`config.mk`:
```
export PLATFORM = sky130hd
export DESIGN_NAME = arbitrated_multiport_ram_flat
export DESIGN_NICKNAME = d
export VERILOG_FILES = /design/src/rtl/arbitrated_multiport_ram_if.sv /design/src/rtl/arbitrated_multiport_ram.sv /design/src/flat_wrapper.sv
export SDC_FILE = /design/constraint.sdc
export NUM_CORES = 1
export LEC_CHECK = 0
export BUFFER_PORTS_ARGS = -buffer_cell sky130_fd_sc_hd__clkbuf_2
export CORE_AREA = 2 2 213 215
export CTS_BUF_LIST = sky130_fd_sc_hd__clkbuf_16
export CTS_CLUSTER_SIZE = 10
export DETAILED_ROUTE_END_ITERATION = 16
export DIE_AREA = 0 0 215 217
export PLACE_DENSITY = 0.78
export REMOVE_ABC_BUFFERS = 1
export SLEW_MARGIN = 30
export SYNTH_ARGS = -nofsm -noshare
export SYNTH_HDL_FRONTEND = slang
export SYNTH_SLANG_ARGS = --single-unit
```
`constraint.sdc`:
```
create_clock -name clk -period 4.21 [get_ports clk]
set_input_delay 0.842 -clock clk [delete_from_list [all_inputs] [get_ports clk]]
set_output_delay 0.842 -clock clk [all_outputs]
set_load 0.01 [all_outputs]
```
`src/rtl/arbitrated_multiport_ram_if.sv`:
```
// Request/grant bus for the arbitrated multiport RAM: per-port read address
// channel, read data return and per-port write channel, all as flat vectors.
interface arbitrated_multiport_ram_if #(
   parameter int READ_PORTS  = 3,
   parameter int WRITE_PORTS = 3,
   parameter int DATA_WIDTH  = 32,
   parameter int ADDR_WIDTH  = 4
);
   logic [READ_PORTS*ADDR_WIDTH-1:0]  r_addr;
   logic [READ_PORTS-1:0]             r_avalid;
   logic [READ_PORTS-1:0]             r_aready;
   logic [READ_PORTS-1:0]             r_dvalid;
   logic [READ_PORTS*DATA_WIDTH-1:0]  r_data;
   logic [WRITE_PORTS*ADDR_WIDTH-1:0] w_addr;
   logic [WRITE_PORTS*DATA_WIDTH-1:0] w_data;
   logic [WRITE_PORTS-1:0]            w_valid;
   logic [WRITE_PORTS-1:0]            w_ready;

   modport master (
      output r_addr, r_avalid, w_addr, w_data, w_valid,
      input  r_aready, r_dvalid, r_data, w_ready
   );

   modport slave (
      input  r_addr, r_avalid, w_addr, w_data, w_valid,
      output r_aready, r_dvalid, r_data, w_ready
   );
endinterface

```
`src/rtl/arbitrated_multiport_ram.sv`:
```
// Pseudo-dual-port RAM shared by several read and write requesters.
// Each side has its own round-robin arbiter; one read and one write can be
// accepted per cycle. Reads are read-first and return DATA_LAT cycles later
// on the lane of the granted port.
module arbitrated_multiport_ram #(
   parameter int READ_PORTS  = 3,
   parameter int WRITE_PORTS = 3,
   parameter int DATA_WIDTH  = 32,
   parameter int ADDR_WIDTH  = 4,
   parameter int DATA_LAT    = 1
) (
   input logic                        clk,
   input logic                        rst,
   arbitrated_multiport_ram_if.slave  bus
);
   localparam int DEPTH = 2**ADDR_WIDTH;
   localparam int RP_W  = (READ_PORTS  > 1) ? $clog2(READ_PORTS)  : 1;
   localparam int WP_W  = (WRITE_PORTS > 1) ? $clog2(WRITE_PORTS) : 1;

   logic [RP_W-1:0]        rd_ptr_q, rd_ptr_d;
   logic [WP_W-1:0]        wr_ptr_q, wr_ptr_d;
   logic [READ_PORTS-1:0]  rd_gnt;
   logic [WRITE_PORTS-1:0] wr_gnt;
   logic [RP_W-1:0]        rd_idx;
   logic [WP_W-1:0]        wr_idx;
   logic                   rd_any, wr_any;
   logic [ADDR_WIDTH-1:0]  rd_addr, wr_addr;
   logic [DATA_WIDTH-1:0]  wr_data;

   logic [DATA_WIDTH-1:0]  mem_q [DEPTH];
   logic [READ_PORTS-1:0]  vld_q [DATA_LAT];
   logic [READ_PORTS-1:0]  vld_d [DATA_LAT];
   logic [DATA_WIDTH-1:0]  dat_q [DATA_LAT];
   logic [DATA_WIDTH-1:0]  dat_d [DATA_LAT];

   // Read arbiter: first requester at or after the pointer, wrapping around.
   always_comb begin : rd_arb
      int k;
      k        = 0;
      rd_gnt   = '0;
      rd_idx   = '0;
      rd_any   = 1'b0;
      for (int i = 0; i < READ_PORTS; i++) begin
         k = (int'(rd_ptr_q) + i) % READ_PORTS;
         if (!rd_any && bus.r_avalid[k]) begin
            rd_any    = 1'b1;
            rd_gnt[k] = 1'b1;
            rd_idx    = RP_W'(k);
         end
      end
      rd_ptr_d = rd_ptr_q;
      if (rd_any)
         rd_ptr_d = (int'(rd_idx) == READ_PORTS-1) ? '0 : rd_idx + RP_W'(1);
      rd_addr = bus.r_addr[int'(rd_idx)*ADDR_WIDTH +: ADDR_WIDTH];
   end

   // Write arbiter: same scheme as the read side, independent pointer.
   always_comb begin : wr_arb
      int k;
      k        = 0;
      wr_gnt   = '0;
      wr_idx   = '0;
      wr_any   = 1'b0;
      for (int i = 0; i < WRITE_PORTS; i++) begin
         k = (int'(wr_ptr_q) + i) % WRITE_PORTS;
         if (!wr_any && bus.w_valid[k]) begin
            wr_any    = 1'b1;
            wr_gnt[k] = 1'b1;
            wr_idx    = WP_W'(k);
         end
      end
      wr_ptr_d = wr_ptr_q;
      if (wr_any)
         wr_ptr_d = (int'(wr_idx) == WRITE_PORTS-1) ? '0 : wr_idx + WP_W'(1);
      wr_addr = bus.w_addr[int'(wr_idx)*ADDR_WIDTH +: ADDR_WIDTH];
      wr_data = bus.w_data[int'(wr_idx)*DATA_WIDTH +: DATA_WIDTH];
   end

   // Read return pipeline: stage 0 captures the pre-write word (read-first).
   always_comb begin
      vld_d[0] = rd_gnt;
      dat_d[0] = mem_q[rd_addr];
      for (int i = 1; i < DATA_LAT; i++) begin
         vld_d[i] = vld_q[i-1];
         dat_d[i] = dat_q[i-1];
      end
   end

   // Arbiter pointers and read pipeline; reset drops any in-flight reads.
   always_ff @(posedge clk or negedge rst) begin
      if (!rst) begin
         rd_ptr_q <= '0;
         wr_ptr_q <= '0;
         for (int i = 0; i < DATA_LAT; i++) begin
            vld_q[i] <= '0;
            dat_q[i] <= '0;
         end
      end else begin
         rd_ptr_q <= rd_ptr_d;
         wr_ptr_q <= wr_ptr_d;
         for (int i = 0; i < DATA_LAT; i++) begin
            vld_q[i] <= vld_d[i];
            dat_q[i] <= dat_d[i];
         end
      end
   end

   // Storage array; deliberately not reset so contents survive a reset pulse.
   always_ff @(posedge clk) begin
      if (wr_any)
         mem_q[wr_addr] <= wr_data;
   end

   assign bus.r_aready = rd_gnt;
   assign bus.w_ready  = wr_gnt;
   assign bus.r_dvalid = vld_q[DATA_LAT-1];

   // Only the lane flagged valid carries data; every other lane is zero.
   always_comb begin
      bus.r_data = '0;
      for (int k = 0; k < READ_PORTS; k++) begin
         if (vld_q[DATA_LAT-1][k])
            bus.r_data[k*DATA_WIDTH +: DATA_WIDTH] = dat_q[DATA_LAT-1];
      end
   end
endmodule

```
`src/flat_wrapper.sv`:
```
// flat-port wrapper written by rule: the top's interface ports become plain ports
module arbitrated_multiport_ram_flat 
#(
   parameter int READ_PORTS  = 3,
   parameter int WRITE_PORTS = 3,
   parameter int DATA_WIDTH  = 32,
   parameter int ADDR_WIDTH  = 4,
   parameter int DATA_LAT    = 1
)
  (clk, rst, bus_r_addr, bus_r_avalid, bus_w_addr, bus_w_data, bus_w_valid, bus_r_aready, bus_r_dvalid, bus_r_data, bus_w_ready);
  arbitrated_multiport_ram_if #(.READ_PORTS(READ_PORTS), .WRITE_PORTS(WRITE_PORTS), .DATA_WIDTH(DATA_WIDTH), .ADDR_WIDTH(ADDR_WIDTH)) bus_i ();
  input logic clk;
  input logic rst;
  input wire logic [$bits(bus_i.r_addr)-1:0] bus_r_addr;
  input wire logic [$bits(bus_i.r_avalid)-1:0] bus_r_avalid;
  input wire logic [$bits(bus_i.w_addr)-1:0] bus_w_addr;
  input wire logic [$bits(bus_i.w_data)-1:0] bus_w_data;
  input wire logic [$bits(bus_i.w_valid)-1:0] bus_w_valid;
  output wire logic [$bits(bus_i.r_aready)-1:0] bus_r_aready;
  output wire logic [$bits(bus_i.r_dvalid)-1:0] bus_r_dvalid;
  output wire logic [$bits(bus_i.r_data)-1:0] bus_r_data;
  output wire logic [$bits(bus_i.w_ready)-1:0] bus_w_ready;
  assign bus_i.r_addr = bus_r_addr;
  assign bus_i.r_avalid = bus_r_avalid;
  assign bus_i.w_addr = bus_w_addr;
  assign bus_i.w_data = bus_w_data;
  assign bus_i.w_valid = bus_w_valid;
  assign bus_r_aready = bus_i.r_aready;
  assign bus_r_dvalid = bus_i.r_dvalid;
  assign bus_r_data = bus_i.r_data;
  assign bus_w_ready = bus_i.w_ready;
  arbitrated_multiport_ram #(.READ_PORTS(READ_PORTS), .WRITE_PORTS(WRITE_PORTS), .DATA_WIDTH(DATA_WIDTH), .ADDR_WIDTH(ADDR_WIDTH), .DATA_LAT(DATA_LAT)) u_core (.clk(clk), .rst(rst), .bus(bus_i));
endmodule
```
==> reports/metrics.csv, run 1 <==
stage;metric;value;unit
sta;slew_headroom;0.354;
die;io_pins;233;
clocking;clk_path_buf_depth;3;
place;dp_hpwl;31.6;mm
global_routing;gr-total-overflow;0;
clocking;clk_pin_slew;0.06;ns
sta;finalSetupViolations;0;
critical_path;rr_worst_depth;11;
detailed_routing;first_pass_iters;5;
die;rows;78;
yosys;ys_types;60;
sta;slew_viol_final;0;
die;die_x;215;um
yosys;syn_area_per_cell;14.0;um2
yosys;synth_edf_count;512;
yosys;mappedNetlistArea;23200;um2
detailed_routing;wire_per_inst;22.7;um
final_layout;final_nets;2045;
final_layout;antenna_cells;0;
final_layout;finalNonFillerCells;2555;
clocking;cts_buffers;61;
sta;worst_hold_slack;0.282;ns
yosys;synth_ff_type;edfxtp_1;
die;start_util;0.520;
yosys;yosysTopAreaCell;edfxtp_1;
critical_path;cp.arrival;4.43;ns
clocking;cts_resized;0;
critical_path;path_class;reg2reg;
sta;min_period;3.98;ns
yosys;syn_inst;1654;
sta;tightest_slew;0.963;ns
critical_path;r2r_setup_slack;0.23;ns
global_routing;grt_use_total;0.243;
detailed_routing;via_count;15407;
detailed_routing;avgViaCountPerCell;6.03;
yosys;ys_seq_area_frac;0.704;
die;die_h;217;um
critical_path;endpoint_kind;register;
die;core;44700;um2
critical_path;rr_endpoint;u_core.dat_q[30]$_DFF_PN0_;
power;power.leakage;0.0102;uW
critical_path;timing.critical_path.from;u_core.rd_ptr_q[0]$_DFFE_PN0P_;
die;die-area;46700;um2
yosys;yosysTopAreaCellShare;0.662;
power;power_density;894;nW/um2
sta;finalHoldViolCount;0;
critical_path;worst-path-max-fanout;36;
detailed_routing;drt_iter0_markers;1821;
worst_hold_path;hold_class;in2async;
clocking;post_cts_buffers;0;
clocking;cts_sinks;551;
clocking;postCtsHoldBufs;0;
critical_path;required;4.66;ns
clocking;clock_latency;0.59;ns
final_layout;fin_area;27500;um2
final_layout;nFillCells;3217;
place;gp_congestion;0.857;
final_layout;multi_input_area;6370;um2
sta;fin_crit_sh;0.946;
detailed_routing;drcViolationCount;0;
clocking;cts_tree;yes;
yosys;async_reset_ff_frac;0.0708;
yosys;ys_ff_latch;551;
detailed_routing;ant_nets;0;
place;dpl_cell_area;25800;um2
global_routing;grt_max_degree;83;
clocking;htree_levels;2;
yosys;synth_area_leaders;edfxtp_1 (66%), mux2i_1 (5.9%), dfrtp_1 (4.2%), a221oi_1 (3.6%), nand2_1 (3.4%);
critical_path;start_kind;register;
clocking;cts-root-buf;clkbuf_16;
final_layout;drive_above_1_share;0.215;
critical_path;endpoint;u_core.dat_q[30]$_DFF_PN0_;
yosys;synth_warnings;0;
place;post-place-cells;2446;
job;max-cap-violations;0;
power;ir_worst_vdd;0.838;mV
global_routing;antenna_found_initial;0;
critical_path;reg2reg_from;u_core.rd_ptr_q[0]$_DFFE_PN0P_;
global_routing;grt_pass1_wl;86.8;mm
final_layout;seq_area;16400;um2
sta;rsz0062_at_grt;no;
sta;fin_skew;0.0213;ns
sta;clock.fmax;251;MHz
status;outcome;complete, no violations;
place;port_buffers;232;
global_routing;first_global_vias;14842;
final_layout;area_growth;18.5;%
detailed_routing;wirelength;57.9;mm
[metal layers]
layer,vias to the layer above,global-route usage,share of wire
met3,102,0.0393,0.087
met2,843,0.398,0.48
met5,-,0,0
met4,0,0.0678,0.020
met1,7580,0.342,0.41
li1,6882,-,-
[logic make-up (layout without fill, tap and decap cells)]
kind of cell | after synthesis | in the layout | share of synthesized area
multiplexers | 138 | 138 | 0.0597
adder cells (fa/ha/maj) | 8 | 8 | 0.00431
AO/OA/AOI/OAI | 385 | 385 | 0.115
flip-flops | 551 | 551 | 0.704
buffers and inverters | 170 | 471 | 0.0311
AND/OR/NAND/NOR | 402 | 402 | 0.0861
[sequential cells by signal, indices dropped and copies added (netlist names)]
| signal | cells |
|---|---|
| u_core.bus.r_dvalid | 3 |
| u_core.dat_q | 32 |
| u_core.mem_q | 512 |
| u_core.rd_ptr_q | 2 |
| u_core.wr_ptr_q | 2 |
[cell type report]
cell class	instances	share of cell area
clock inverters	48	0.00673
flip-flops and latches	551	0.594
repair buffers	316	0.0787
multi-input cells	933	0.231
well taps	600	0.0273
inverters	46	0.00627
clock buffers	61	0.0555
[worst min-delay path by stage]
stage | endpoint | from | slack (ns)
after floorplan | u_core.rd_ptr_q[0]$_DFFE_PN0P_ | u_core.rd_ptr_q[0]$_DFFE_PN0P_ | 0.50
after global placement | u_core.rd_ptr_q[0]$_DFFE_PN0P_ | u_core.rd_ptr_q[0]$_DFFE_PN0P_ | 0.54
after detailed placement | u_core.rd_ptr_q[1]$_DFFE_PN0P_ | u_core.rd_ptr_q[1]$_DFFE_PN0P_ | 0.56
after CTS | u_core.dat_q[26]$_DFF_PN0_ | rst | 0.29
after global routing | u_core.dat_q[9]$_DFF_PN0_ | rst | 0.32
final | u_core.dat_q[26]$_DFF_PN0_ | rst | 0.28
[cell usage in the layout (no fill, tap or decap), types with 55 or more instances in the layout]
master,count
edfxtp_1,512
a21oi_1,108
mux2i_1,136
nand2_1,209
and2_1,97
inv_1,93
clkbuf_2,231
buf_4,55
clkbuf_16,61
a221oi_1,96
[synth_stat cells, types with 11 or more instances]
master / number
a221oi_1: 96
and2_1: 97
a211oi_1: 37
nor2_1: 27
dfrtp_1: 39
a21oi_1: 108
inv_1: 46
a311oi_1: 32
clkbuf_1: 79
nand2_1: 210
o21ai_0: 43
mux2i_1: 136
buf_1: 11
buf_2: 23
edfxtp_1: 512
a31oi_1: 38
or4_1: 32
[metrics by stage]
stage | util | setup WS (ns) | setup TNS [ns] | power (uW)
5_1_grt | 0.616 | 0.0155 | 0 | 25800
3_5_place_dp | 0.577 | 0.140 | 0 | 20000
6_report | 0.616 | 0.226 | 0 | 24600
4_1_cts | 0.615 | 0.167 | 0 | 24500
3_3_place_gp | 0.576 | 0.366 | 0 | 19500
2_1_floorplan | - | -7.03 | -1802.22 | 14800
[where the power goes]
part | total (uW) | internal, uW | switching [uW] | leakage, uW
logic | 11200 | 3880 | 7340 | 0.00411
clock network | 4520 | 2580 | 1940 | 0.00101
registers | 8860 | 8430 | 431 | 0.00512
[worst max-delay path, cell delays in order, from the launching register on]
cell and delay (ns):
dfrtp_1 0.40, inv_1 0.08, ha_2 0.45, mux2i_1 0.25, o22ai_2 0.17, a211oi_2 0.48
nand4b_1 0.29, buf_4 0.52, a31oi_1 0.16, a2111oi_0 0.49, o32ai_1 0.16, or3_1 0.39
Power figures use the tool's default switching activity.
==> inputs of run 2 (changes only) <==
Settings changed: CORE_AREA 2 2 213 215 to 2 2 202 204, DIE_AREA 0 0 215 217 to 0 0 204 206, PLACE_DENSITY 0.78 to 0.82.
Clock period 4.21 ns to 4.03 ns, I/O delays scaled along.
==> run 2 against run 1 <==
Effect of this change: flip-flop and latch count stayed put; final area is 0.76% higher; non-clock buffer count is 27 higher; final cell count is 1.4% lower; first-iteration DRC count is 11% higher; setup slack worse by 0.058 ns; register-to-register slack worse by 0.06 ns; global-route usage is 5.5 points higher; critical path depth stayed put; clock power is 7.3% higher; critical endpoint is now u_core.dat_q[25]$_DFF_PN0_; highest routed layer unchanged.
==> reports/metrics.csv, run 2 (synthesis gave the netlist of run 1 again) <==
stage;metric;value;unit;change
sta;setup_tns;0;ns;unchanged
die;die-area;42000;um2;-9.9%
clocking;cts_buffers;61;;unchanged
clocking;clk_pin_slew;0.06;ns;about the same
place;dpl_cell_area;26000;um2;+0.64%
sta;worst_hold_slack;0.255;ns;-0.0269 ns
die;die_x;204;um;-5.1%
global_routing;use_met3;0.0684;;+0.0292
final_layout;largest_reg_flops;512;;unchanged
clocking;post_cts_buffers;0;;unchanged
detailed_routing;drcViolationCount;0;;unchanged
sta;fin_skew;0.0202;ns;-0.00117 ns
critical_path;cp.arrival;4.32;ns;-0.11 ns
detailed_routing;avgViaCountPerCell;6.42;;+6.5%
final_layout;final_nets;2072;;+1.3%
worst_hold_path;hold_class;in2async;;
final_layout;area_growth;19.4;%;
critical_path;r2r_setup_slack;0.17;ns;-0.06 ns
die;die_h;206;um;-5.1%
power;power_density;958;nW/um2;+7.1%
detailed_routing;first_pass_iters;6;;+1
place;pre_cts_slack;0.176;ns;+0.0363 ns
clocking;cts_resized;0;;unchanged
place;port_buffers;232;;unchanged
place;dp_hpwl;33.6;mm;+6.1%
clocking;postCtsHoldBufs;0;;unchanged
detailed_routing;ant_nets;0;;unchanged
global_routing;use_met1;0.383;;+0.0409
final_layout;mostFrequentLayoutCells;edfxtp_1 (512), clkbuf_2 (231), nand2_1 (209);;
clocking;clock_latency;0.61;ns;+0.02 ns
sta;tightest_slew;0.854;ns;-0.109 ns
critical_path;rr_endpoint;u_core.dat_q[25]$_DFF_PN0_;;
power;ir_worst_vdd;0.737;mV;-12%
final_layout;nFillCells;2554;;-21%
global_routing;antenna_found_initial;2;;+2
sta;clock.fmax;259;MHz;+3.2%
detailed_routing;drt_iter0_markers;2025;;+11%
global_routing;grt_pass1_wl;93.6;mm;+7.8%
global_routing;first_global_vias;15865;;+6.9%
die;start_util;0.578;;+0.0584
sta;finalSetupViolations;0;;unchanged
critical_path;endpoint;u_core.dat_q[25]$_DFF_PN0_;;
global_routing;grt_max_degree;56;;-33%
clocking;clk_path_buf_depth;3;;unchanged
critical_path;required;4.48;ns;-0.18 ns
final_layout;drive_above_1_share;0.225;;+0.0100
detailed_routing;via_count;16179;;+5.0%
critical_path;worst-path-max-fanout;25;;-31%
final_layout;layout_commonest_cell;edfxtp_1;;
global_routing;grt-busiest-layer;met2;;
power;power.leakage;0.0104;uW;+1.7%
clocking;htree_levels;2;;unchanged
status;outcome;complete, no violations;;
detailed_routing;wirelength;63.0;mm;+8.7%
die;io_pins;233;;unchanged
global_routing;grt_use_total;0.299;;+0.0554
die;core;40200;um2;-10%
sta;fin_crit_sh;0.958;;+0.0119
critical_path;rr_worst_depth;11;;unchanged
place;gp_congestion;0.884;;+3.2%
global_routing;use_met2;0.493;;+0.0953
final_layout;multi_input_area;6360;um2;-0.14%
clocking;cts-root-buf;clkbuf_16;;
sta;rsz0062_at_grt;no;;
detailed_routing;wire_per_inst;25.0;um;+10%
job;max-cap-violations;0;;unchanged
final_layout;antenna_cells;0;;unchanged
critical_path;endpoint_kind;register;;
die;rows;74;;-5.1%
final_layout;regMostFlops;u_core.mem_q;;
critical_path;timing.critical_path.from;u_core.rd_ptr_q[1]$_DFFE_PN0P_;;
clocking;cts_tree;yes;;
sta;slew_viol_final;0;;unchanged
sta;fin_ws;0.168;ns;-0.0576 ns
final_layout;seq_area;16400;um2;unchanged
sta;min_period;3.86;ns;-0.122 ns
power;power.total;26600;uW;+8.0%
critical_path;path_class;reg2reg;;
global_routing;gr-total-overflow;0;;unchanged
final_layout;fin_area;27700;um2;+0.76%
sta;slew_headroom;0.427;;+0.0730
critical_path;start_kind;register;;
clocking;cts_sinks;551;;unchanged
critical_path;reg2reg_from;u_core.rd_ptr_q[1]$_DFFE_PN0P_;;
sta;finalHoldViolCount;0;;unchanged
==> run 2: cell types whose count changed in the layout (fill, tap and decap cells not counted), sizes merged <==
cell	before	now
buf	84	111
clkinv	0	2
clkinvlp	0	1
inv	94	97
==> run 2: final cells by class <==
class | count | area share
clock inverters | 54 | 0.00853
repair buffers | 343 | 0.0872
clock buffers | 61 | 0.0550
well taps | 532 | 0.0240
inverters | 46 | 0.00623
multi-input cells | 933 | 0.229
flip-flops and latches | 551 | 0.590
==> run 2: critical path, stage by stage, from the launching register on <==
cell      delay, ns
dfrtp_1        0.41
inv_1          0.09
ha_2           0.31
mux2_4         0.35
a211oi_2       0.26
a21oi_1        0.10
or3_2          0.58
nand3_4        0.23
buf_4          0.37
mux2i_1        0.31
a221oi_1       0.15
or4_1          0.55
==> run 2: worst min-delay path by stage <==
stage / end / cells after the start
global placement: u_core.rd_ptr_q[0]$_DFFE_PN0P_ / 2
CTS: u_core.dat_q[6]$_DFF_PN0_ / 1
finish: u_core.dat_q[6]$_DFF_PN0_ / 1
detailed placement: u_core.rd_ptr_q[1]$_DFFE_PN0P_ / 1
floorplan: u_core.rd_ptr_q[0]$_DFFE_PN0P_ / 2
global route: u_core.dat_q[20]$_DFF_PN0_ / 1
==> run 2: power by group <==
group	total (uW)	switching, uW	internal (uW)
registers	9310	505	8810
clock network	4850	2130	2710
logic	12400	8030	4370
total	26600	10700	15900
==> run 2: per-layer routing <==
metal  vias up  wire, um  part of all wire
met4         0      2300             0.037
met3       198      6970              0.11
met1      7867     22900              0.36
met5         -         0                 0
met2      1166     30800              0.49
li1       6948         -                 -
==> run 2: per-stage QoR <==
stage | cells | util
6_report | 2520 | 0.690
5_1_grt | 2520 | 0.690
4_1_cts | 2520 | 0.690
2_1_floorplan | 1530 | -
3_5_place_dp | 2405 | 0.646
3_3_place_gp | 2404 | 0.645
